## src/rtl/seg_pkg.sv

```systemverilog
// Shared types and constants for the 7-segment scan controller and its decoder.
package seg_pkg;
  typedef enum logic [1:0] {
    ST_IDLE  = 2'd0,
    ST_SHOW  = 2'd1,
    ST_BLANK = 2'd2
  } state_e;

  localparam logic [7:0] SEG_DARK = 8'h00;
  localparam int         DIG_W    = 4;
endpackage

```

## src/rtl/seven_seg_mux.sv

```systemverilog
// Hex digit to 7-segment decoder, active-high segments {g,f,e,d,c,b,a}; bit 7 tied low.
module seven_seg_mux
  import seg_pkg::*;
(
  input  logic [DIG_W-1:0] val,
  output logic [7:0]       seg_val
);
  always_comb begin
    seg_val = SEG_DARK;
    case (val)
      4'h0: seg_val = 8'h3F;
      4'h1: seg_val = 8'h06;
      4'h2: seg_val = 8'h5B;
      4'h3: seg_val = 8'h4F;
      4'h4: seg_val = 8'h66;
      4'h5: seg_val = 8'h6D;
      4'h6: seg_val = 8'h7D;
      4'h7: seg_val = 8'h07;
      4'h8: seg_val = 8'h7F;
      4'h9: seg_val = 8'h6F;
      4'hA: seg_val = 8'h77;
      4'hB: seg_val = 8'h7C;
      4'hC: seg_val = 8'h39;
      4'hD: seg_val = 8'h5E;
      4'hE: seg_val = 8'h79;
      4'hF: seg_val = 8'h71;
      default: seg_val = SEG_DARK;
    endcase
  end
endmodule

```

## src/rtl/seven_seg_scan_ctrl.sv

```systemverilog
// Time-multiplexed multi-digit 7-segment scan controller with per-frame snapshot,
// ghost-suppression blanking, decimal points and optional leading-zero blanking.
module seven_seg_scan_ctrl
  import seg_pkg::*;
#(
  parameter int NUM_DIGITS   = 4,
  parameter int SLOT_CYCLES  = 1000,
  parameter int BLANK_CYCLES = 2
) (
  input  logic                        clk,
  input  logic                        rst,
  input  logic                        en,
  input  logic [DIG_W*NUM_DIGITS-1:0] digits_in,
  input  logic [NUM_DIGITS-1:0]       dp_in,
  input  logic                        lz_blank,
  output logic [NUM_DIGITS-1:0]       dig_sel,
  output logic [7:0]                  seg_out,
  output logic                        frame_start
);
  localparam int CW          = (SLOT_CYCLES > 1) ? $clog2(SLOT_CYCLES) : 1;
  localparam int IW          = $clog2(NUM_DIGITS);
  localparam int SHOW_CYCLES = SLOT_CYCLES - BLANK_CYCLES;

  state_e                      state_q, state_d;
  logic [IW-1:0]               idx_q, idx_d;
  logic [CW-1:0]               cnt_q, cnt_d;
  logic [DIG_W*NUM_DIGITS-1:0] snap_q, snap_d;
  logic [NUM_DIGITS-1:0]       dp_snap_q, dp_snap_d;
  logic [NUM_DIGITS-1:0]       lz_mask_q, lz_mask_d;
  logic [NUM_DIGITS-1:0]       dig_sel_q, dig_sel_d;
  logic [7:0]                  seg_q, seg_d;
  logic                        fs_q, fs_d;
  logic                        capture;
  logic [DIG_W-1:0]            mux_val;
  logic [7:0]                  seg_val;

  // Digit i>0 is dark when it and every more-significant digit are zero.
  function automatic logic [NUM_DIGITS-1:0] lz_mask_f(
    input logic [DIG_W*NUM_DIGITS-1:0] d,
    input logic                        lz
  );
    logic [NUM_DIGITS-1:0] mask;
    logic                  all_zero;
    mask     = '0;
    all_zero = 1'b1;
    for (int i = NUM_DIGITS - 1; i >= 1; i--) begin
      all_zero = all_zero & (d[DIG_W*i +: DIG_W] == '0);
      mask[i]  = all_zero & lz;
    end
    return mask;
  endfunction

  always_comb begin
    state_d = state_q;
    idx_d   = idx_q;
    cnt_d   = cnt_q;
    capture = 1'b0;
    fs_d    = 1'b0;
    if (!en) begin
      state_d = ST_IDLE;
      idx_d   = '0;
      cnt_d   = '0;
    end else if (state_q == ST_IDLE) begin
      state_d = ST_SHOW;
      idx_d   = '0;
      cnt_d   = '0;
      capture = 1'b1;
      fs_d    = 1'b1;
    end else if (cnt_q == CW'(SLOT_CYCLES - 1)) begin
      cnt_d   = '0;
      state_d = ST_SHOW;
      if (idx_q == IW'(NUM_DIGITS - 1)) begin
        idx_d   = '0;
        capture = 1'b1;
        fs_d    = 1'b1;
      end else begin
        idx_d = idx_q + 1'b1;
      end
    end else begin
      cnt_d   = cnt_q + 1'b1;
      state_d = (int'(cnt_q) + 1 >= SHOW_CYCLES) ? ST_BLANK : ST_SHOW;
    end
  end

  always_comb begin
    snap_d    = capture ? digits_in : snap_q;
    dp_snap_d = capture ? dp_in : dp_snap_q;
    lz_mask_d = capture ? lz_mask_f(digits_in, lz_blank) : lz_mask_q;
    mux_val   = snap_d[DIG_W*idx_d +: DIG_W];
  end

  seven_seg_mux u_dec (
    .val     (mux_val),
    .seg_val (seg_val)
  );

  // Outputs are built from next-state values so select and segments land on the same edge.
  always_comb begin
    dig_sel_d = '0;
    seg_d     = SEG_DARK;
    if (state_d == ST_SHOW) begin
      dig_sel_d = NUM_DIGITS'(1) << idx_d;
      if (lz_mask_d[idx_d]) seg_d = {dp_snap_d[idx_d], 7'b0};
      else                  seg_d = seg_val | {dp_snap_d[idx_d], 7'b0};
    end
  end

  always_ff @(posedge clk or posedge rst) begin
    if (rst) begin
      state_q   <= ST_IDLE;
      idx_q     <= '0;
      cnt_q     <= '0;
      snap_q    <= '0;
      dp_snap_q <= '0;
      lz_mask_q <= '0;
      dig_sel_q <= '0;
      seg_q     <= SEG_DARK;
      fs_q      <= 1'b0;
    end else begin
      state_q   <= state_d;
      idx_q     <= idx_d;
      cnt_q     <= cnt_d;
      snap_q    <= snap_d;
      dp_snap_q <= dp_snap_d;
      lz_mask_q <= lz_mask_d;
      dig_sel_q <= dig_sel_d;
      seg_q     <= seg_d;
      fs_q      <= fs_d;
    end
  end

  assign dig_sel     = dig_sel_q;
  assign seg_out     = seg_q;
  assign frame_start = fs_q;
endmodule

```

## config.mk

```make
export PLATFORM = sky130hd
export DESIGN_NAME = seven_seg_scan_ctrl
export DESIGN_NICKNAME = d
export VERILOG_FILES = /design/src/rtl/seg_pkg.sv /design/src/rtl/seven_seg_mux.sv /design/src/rtl/seven_seg_scan_ctrl.sv
export SDC_FILE = /design/constraint.sdc
export NUM_CORES = 1
export LEC_CHECK = 0
export BUFFER_PORTS_ARGS = -buffer_cell sky130_fd_sc_hd__buf_4
export CORE_ASPECT_RATIO = 1.75
export CORE_UTILIZATION = 50
export CTS_CLUSTER_DIAMETER = 100
export DETAILED_ROUTE_END_ITERATION = 6
export PLACE_DENSITY_LB_ADDON = 0.12
export SETUP_SLACK_MARGIN = 0.5
export SLEW_MARGIN = 40
export SYNTH_ARGS = -nofsm -noshare
export SYNTH_HDL_FRONTEND = slang
export SYNTH_SLANG_ARGS = --single-unit
```

## constraint.sdc

```tcl
create_clock -name clk -period 4.74 [get_ports clk]
set_clock_uncertainty 0.2 [all_clocks]
set_input_delay 0.237 -clock clk [delete_from_list [all_inputs] [get_ports clk]]
set_output_delay 0.237 -clock clk [all_outputs]
set_load 0.05 [all_outputs]
```

# Yosys cells after proc, flatten, opt, wreduce, memory -nomap -nowiden
# Memory sizes are Yosys's and may differ from the RTL's.
# Cells that the tools add are included.
[op_classes]
n_lt_le_gt_ge = 2
n_mux = 25
shift = 2
add_sub_neg = 3
eq_ne = 3
reduce_logical = 4
bitwise = 6
[op_table]
columns = ["operator", "n"]
rows = [
  ["two-way mux 10 bit", 3],
  ["two-way mux 16 bit", 1],
  ["two-way mux 2 bit", 8],
  ["two-way mux 8 bit", 2],
  ["indexed part select 16 x 5 -> 4 bit", 1],
  ["logical NOT 4 bit", 3],
  ["two-way mux 4 bit", 3],
  ["adder 10 x 1 -> 11 bit, second input constant", 1],
  ["greater-or-equal comparator 11 x 10 -> 1 bit, second input constant", 1],
  ["adder 10 x 1 -> 10 bit, second input constant", 1],
  ["== test 10 bit, second input constant", 1],
  ["OR 8 bit", 1],
  ["two-way mux 1 bit", 6],
  ["bitwise AND 1 bit", 5],
  ["binary-select mux 1 bit (select 2 bit)", 2],
  ["<< shifter 1 x 2 -> 4 bit, first input constant", 1],
  ["less-than comparator 2 x 3 -> 1 bit, second input constant", 1],
  ["adder 2 x 1 -> 2 bit, second input constant", 1],
  ["== test 2 x 1 -> 1 bit, second input constant", 1],
  ["== test 2 bit, second input constant", 1],
  ["logical NOT 2 bit", 1],
]
[word_totals]
mem_bits_ro = 112
word_cells = 55
ff_bits = 51
memories = 1
[memory_table]
columns = ["name", "words", "word_bits", "read_ports", "rd_clocked_by_memory_dff", "wr", "line_no", "rtl"]
rows = [
  ["(no name shown)", 16, 7, 1, 0, 0, "seven_seg_mux.sv:10", "case (val)"],
]

# Logic depth before layout (Yosys ltp)
[logic_depth]
ltp_word = 11
ltp_mapped = 17
mapped_depth_nobuf = 14

# Hierarchy
# From an unflattened synthesis, not the netlist that was laid out.
[unflattened]
cells_unflattened = 267
hier_area_um2 = 2701.3
[modules_own_cells]
columns = ["module", "n_inst", "cells_per_inst", "area_each_um2"]
rows = [
  ["seven_seg_scan_ctrl", 1, 232, 2402.3],
  ["seven_seg_mux", 1, 35, 299.0],
]

# Worst setup path after synthesis
# Ideal clock, no wire load.
[synth_path]
kind = "reg-to-reg"
startpoint = "reg cnt_q[0]"
endpoint = "reg seg_q[6], in the netlist seg_out[6]"
path_buffers = 2
t_arrival_ns = 2.847
synth_period_minus_slack_ns = 3.141
setup_ns = 0.094
slack_ns = 1.599
path_stages_with_launch = 16
path_cell_list = "dfrtp_1 -> ha_1 -> buf_4 -> and4bb_1 -> a41oi_1 -> inv_2 -> buf_2 -> mux2_2 -> nor2_1 -> nor3_1 -> nor2_1 -> inv_1 -> ha_1 -> inv_1 -> mux2i_1 -> a221oi_2"
[synth_via]
elab_chain_len = 10
[synth_lines]
columns = ["element", "line_no", "rtl"]
rows = [
  ["start: declaration", "seven_seg_scan_ctrl.sv:26", "logic [CW-1:0] cnt_q, cnt_d;"],
  ["start signal: assignment", "seven_seg_scan_ctrl.sv:122", "cnt_q <= cnt_d;"],
  ["== test 10 bit", "seven_seg_scan_ctrl.sv:69", "end else if (cnt_q == CW'(SLOT_CYCLES - 1)) begin"],
  ["two-way mux 1 bit", "seven_seg_scan_ctrl.sv:69", ""],
  ["two-way mux 1 bit", "seven_seg_scan_ctrl.sv:63", "end else if (state_q == ST_IDLE) begin"],
  ["two-way mux 1 bit", "seven_seg_scan_ctrl.sv:59", "if (!en) begin"],
  ["two-way mux 16 bit", "seven_seg_scan_ctrl.sv:86", "snap_d = capture ? digits_in : snap_q;"],
  ["named net snap_d[8]", "seven_seg_scan_ctrl.sv:27", "logic [DIG_W*NUM_DIGITS-1:0] snap_q, snap_d;"],
  ["indexed part select 16 x 5 -> 4 bit", "seven_seg_scan_ctrl.sv:89", "mux_val = snap_d[DIG_W*idx_d +: DIG_W];"],
  ["memory (16 x 7 bit)", "-", ""],
  ["OR 8 bit", "seven_seg_scan_ctrl.sv:104", "else seg_d = seg_val | {dp_snap_d[idx_d], 7'b0};"],
  ["two-way mux 8 bit", "seven_seg_scan_ctrl.sv:103", "if (lz_mask_d[idx_d]) seg_d = {dp_snap_d[idx_d], 7'b0};"],
  ["two-way mux 8 bit", "seven_seg_scan_ctrl.sv:101", "if (state_d == ST_SHOW) begin"],
  ["named net seg_d[6]", "seven_seg_scan_ctrl.sv:31", "logic [7:0] seg_q, seg_d;"],
  ["end signal: assignment", "seven_seg_scan_ctrl.sv:127", "seg_q <= seg_d;"],
  ["end: declaration", "seven_seg_scan_ctrl.sv:31", ""],
]
# The timed path passes the listed nets, and every way through them passes these cells. The select of a mux whose other input is x is not followed.

# Worst setup path after layout
[layout_path]
startpoint = "reg cnt_q[0]"
endpoint = "reg seg_q[3], in the netlist seg_out[3]"
[layout_via]
elab_chain_len = 10
[layout_lines]
columns = ["element", "line_no"]
rows = [
  ["== test 10 bit", "seven_seg_scan_ctrl.sv:69"],
  ["two-way mux 1 bit", "seven_seg_scan_ctrl.sv:69"],
  ["two-way mux 1 bit", "seven_seg_scan_ctrl.sv:63"],
  ["two-way mux 1 bit", "seven_seg_scan_ctrl.sv:59"],
  ["two-way mux 16 bit", "seven_seg_scan_ctrl.sv:86"],
  ["indexed part select 16 x 5 -> 4 bit", "seven_seg_scan_ctrl.sv:89"],
  ["memory (16 x 7 bit)", "-"],
  ["OR 8 bit", "seven_seg_scan_ctrl.sv:104"],
  ["two-way mux 8 bit", "seven_seg_scan_ctrl.sv:103"],
  ["two-way mux 8 bit (*)", "seven_seg_scan_ctrl.sv:101"],
  ["named net seg_d[3]", "seven_seg_scan_ctrl.sv:31"],
]
# The timed path passes the listed nets; every way through them passes the cells marked *. The select of a mux whose other input is x is not followed.

==> metrics.csv <==
metric;value;unit
outcome;finished, final reports clean;
Synth Flop Type;dfrtp_1;
Final Max Tran Viols;0;
P per Cell Area;307;mW/mm^2
Syn Nets;311;
Worst setup SP type;flip-flop;
Async SR Flop Fraction;100;%
required time of the worst setup path;4.74;ns
Buffers on Ports;36;
GPL Wtd Cong;0.849;
Inserted Clock Buffers;5;
pre-CTS setup slack;0.836;ns
final worst path period share;80.5;%
Routed Antenna Nets;0;
CP Class;flip-flop to flip-flop;
Core Area;0.00530;mm^2
Total GRT Usage;23.2;%
Initial Util;52.1;%
Max FO, Critical Path;17;
achievable frequency;262;MHz
Die Width;58.2;um
layout cells sized above 1;21.5;%
H-tree levels;2;
Cell variety after synth;53;
initial antenna violation count;0;
CTS Buffer Depth;2;
max cap viols;0;
sw frac;28.1;%
vias in the first global route;2261;
Post-CTS Setup Inserts;0;
Worst Tran Pin Value;0.619;ns
Ports;37;
dpl hpwl;4.38;mm
Flop pwr share;47.3;%
Clk pwr share;30.5;%
CTS tree;built;
Int Power;730;uW
CP Capture Type;flip-flop;
final setup violation count;0;
Yosys reg bits;51;
die area;0.00584;mm^2
area of the multi-input gates;0.00133;mm^2
Layout Nets;357;
Post-Synthesis Cells;278;
post-synthesis sequential area ratio;46.2;%
synth-to-layout area growth;19.9;%
largest net degree at the start of global routing;52;
Post-Synthesis Cell Area;0.00276;mm^2
Worst EP arrival;3.82;ns
Vias/cell;5.42;
clk sinks;51;
leakage;1.57;nW
RSZ-0062 raised after global routing;false;
remaining global-route overflow;0;
clock root buffer;clkbuf_8;
clock-pin slew on the worst setup and hold paths;0.09;ns
worst vdd ir;263;uV
Synth warnings;0;
global-route wire length before repair;10.3;mm
setup TNS;0;ns
first drt pass iteration count;4;
final worst slack;0.926;ns
Post-synth EDFFs;0;
Comb pwr share;22.2;%
Chip Height;100;um
syn_area_per_cell;9.94;um^2
DR WL/cell;15.1;um
n_diodes;0;
worst min-delay path category;input pin to flip-flop;
Residual DRC;0;
clock latency on the worst-skew pair;0.30;ns
routed wire length;6.02;mm
Seq. cell area;0.00128;mm^2
Final Hold Fails;0;
Final min period;3.81;ns
via count;2161;
Worst slew margin;58.7;%
NetSw;286;uW
Std-Cell Rows;35;
number of fill cells in the layout;459;
DR iter-0 viols;53;
-- kinds of logic after synthesis --
logic type | synth area share [%]
compound gates | 10.0
xor+xnor | 3.17
fa+ha+maj | 4.08
buf+inv | 5.62
flops | 46.2
mux | 9.47
simple gates | 21.5
-- power by group through the flow --
stage	Clock, mW	Combinational [mW]	Sequential (mW)
2_1_floorplan	0	0.111	0.528
3_3_place_gp	0	0.215	0.489
3_5_place_dp	0	0.215	0.490
4_1_cts	0.319	0.227	0.481
5_1_grt	0.331	0.248	0.484
6_report	0.310	0.226	0.481
-- layout make-up --
class	instances	area share, %
multi-input combinational	201	40.3
sequential	51	38.5
timing repair buffer	54	13.5
tap	74	2.80
clock buffer	6	2.49
inverter	11	1.32
clock inverter	2	1.06
-- stage by stage --
step / hold slack, ns / cells / area, um^2 / total power [mW] / util [%]
floorplan: 0.161 / 278 / 2760 / 0.639 / -
global placement: 0.244 / 374 / 3020 / 0.704 / 57.0
detailed placement: 0.172 / 374 / 3020 / 0.705 / 57.0
CTS: 0.0000756 / 399 / 3310 / 1.03 / 62.5
global route: 0.00111 / 399 / 3310 / 1.06 / 62.5
finish: 0.00337 / 399 / 3310 / 1.02 / 62.5
-- state kept, by name, summed over array words and instances (netlist names) --
signal,flops
snap_q,16
dp_snap_q,4
seg_out,8
cnt_q,10
lz_mask_q,4
idx_q,2
frame_start,1
state_q,2
dig_sel,4
-- what timing repair did --
item                                    in CTS  in global routing
resized for setup                            0                  1
endpoints found under the setup margin       0                  1
endpoints found under the hold margin       67                  0
hold buffers                                17                  0
-- cells in the mapped netlist (2+ instances only) --
| library cell | n | area, um^2 |
|---|---|---|
| a211o_1 | 3 | 26.3 |
| a21oi_1 | 9 | 45.0 |
| a221oi_1 | 3 | 26.3 |
| a311oi_1 | 2 | 17.5 |
| and2_1 | 6 | 37.5 |
| and3_1 | 3 | 18.8 |
| and4_1 | 2 | 17.5 |
| buf_2 | 6 | 30.0 |
| buf_6 | 6 | 67.6 |
| dfrtp_1 | 51 | 1280 |
| ha_1 | 9 | 113 |
| inv_1 | 8 | 30.0 |
| inv_2 | 3 | 11.3 |
| mux2_2 | 11 | 124 |
| mux2i_1 | 7 | 70.1 |
| mux2i_4 | 3 | 67.6 |
| nand2_1 | 46 | 173 |
| nand2b_1 | 4 | 25.0 |
| nand3_1 | 7 | 35.0 |
| nand4_1 | 2 | 12.5 |
| nor2_1 | 27 | 101 |
| nor3_1 | 9 | 45.0 |
| nor4_1 | 5 | 31.3 |
| o211ai_1 | 2 | 15.0 |
| o21a_1 | 2 | 15.0 |
| o21ai_0 | 5 | 25.0 |
| or2_2 | 2 | 12.5 |
| or3_1 | 2 | 12.5 |
| xnor2_1 | 3 | 26.3 |
| xor2_1 | 7 | 61.3 |
-- routing by layer --
metal	up-vias	GRT usage [%]	part of all wire, %
li1	1051	-	-
met1	1052	24.1	38
met2	46	44.7	57
met3	12	3.09	2.4
met4	0	9.52	2.4
met5	-	0	0
-- final timing paths --
check | start | endpoint | slack (ns) | depth (start not counted)
worst max-delay path | cnt_q[0]$_DFF_PP0_ | seg_out[3]$_DFF_PP0_ | 0.93 | 13
min in group asynchronous | rst | cnt_q[1]$_DFF_PP0_ | 0.36 | 3
worst max register to register | cnt_q[0]$_DFF_PP0_ | seg_out[3]$_DFF_PP0_ | 0.93 | 13
worst min register to register | snap_q[10]$_DFF_PP0_ | snap_q[10]$_DFF_PP0_ | 0.28 | 2
worst min-delay path | digits_in[9] | snap_q[9]$_DFF_PP0_ | 0.003 | 2
max in group asynchronous | rst | cnt_q[4]$_DFF_PP0_ | 3.55 | 3
-- layout by cell type, fill, tap and decap left out, drive strengths merged, types with 6 or more instances in the layout --
cell type    count
nand3            7
mux2            11
buf             37
dlygate4sd3     17
a21oi            9
xor2             7
nor3             9
nor2            27
dfrtp           51
mux2i           10
and2             7
inv             11
ha               9
nand2           46
clkbuf           6
-- critical path, stage by stage (launching register included) --
cell      delay (ns)
dfrtp_1         0.48
ha_1            0.38
and4bb_1        0.26
and3_1          0.31
mux2i_4         0.46
inv_2           0.24
nor2_1          0.15
nor3_1          0.05
nor2_1          0.36
inv_1           0.13
ha_1            0.24
inv_1           0.13
mux2i_1         0.09
o32ai_1         0.23
No activity file was read; power rests on OpenSTA's default activity.
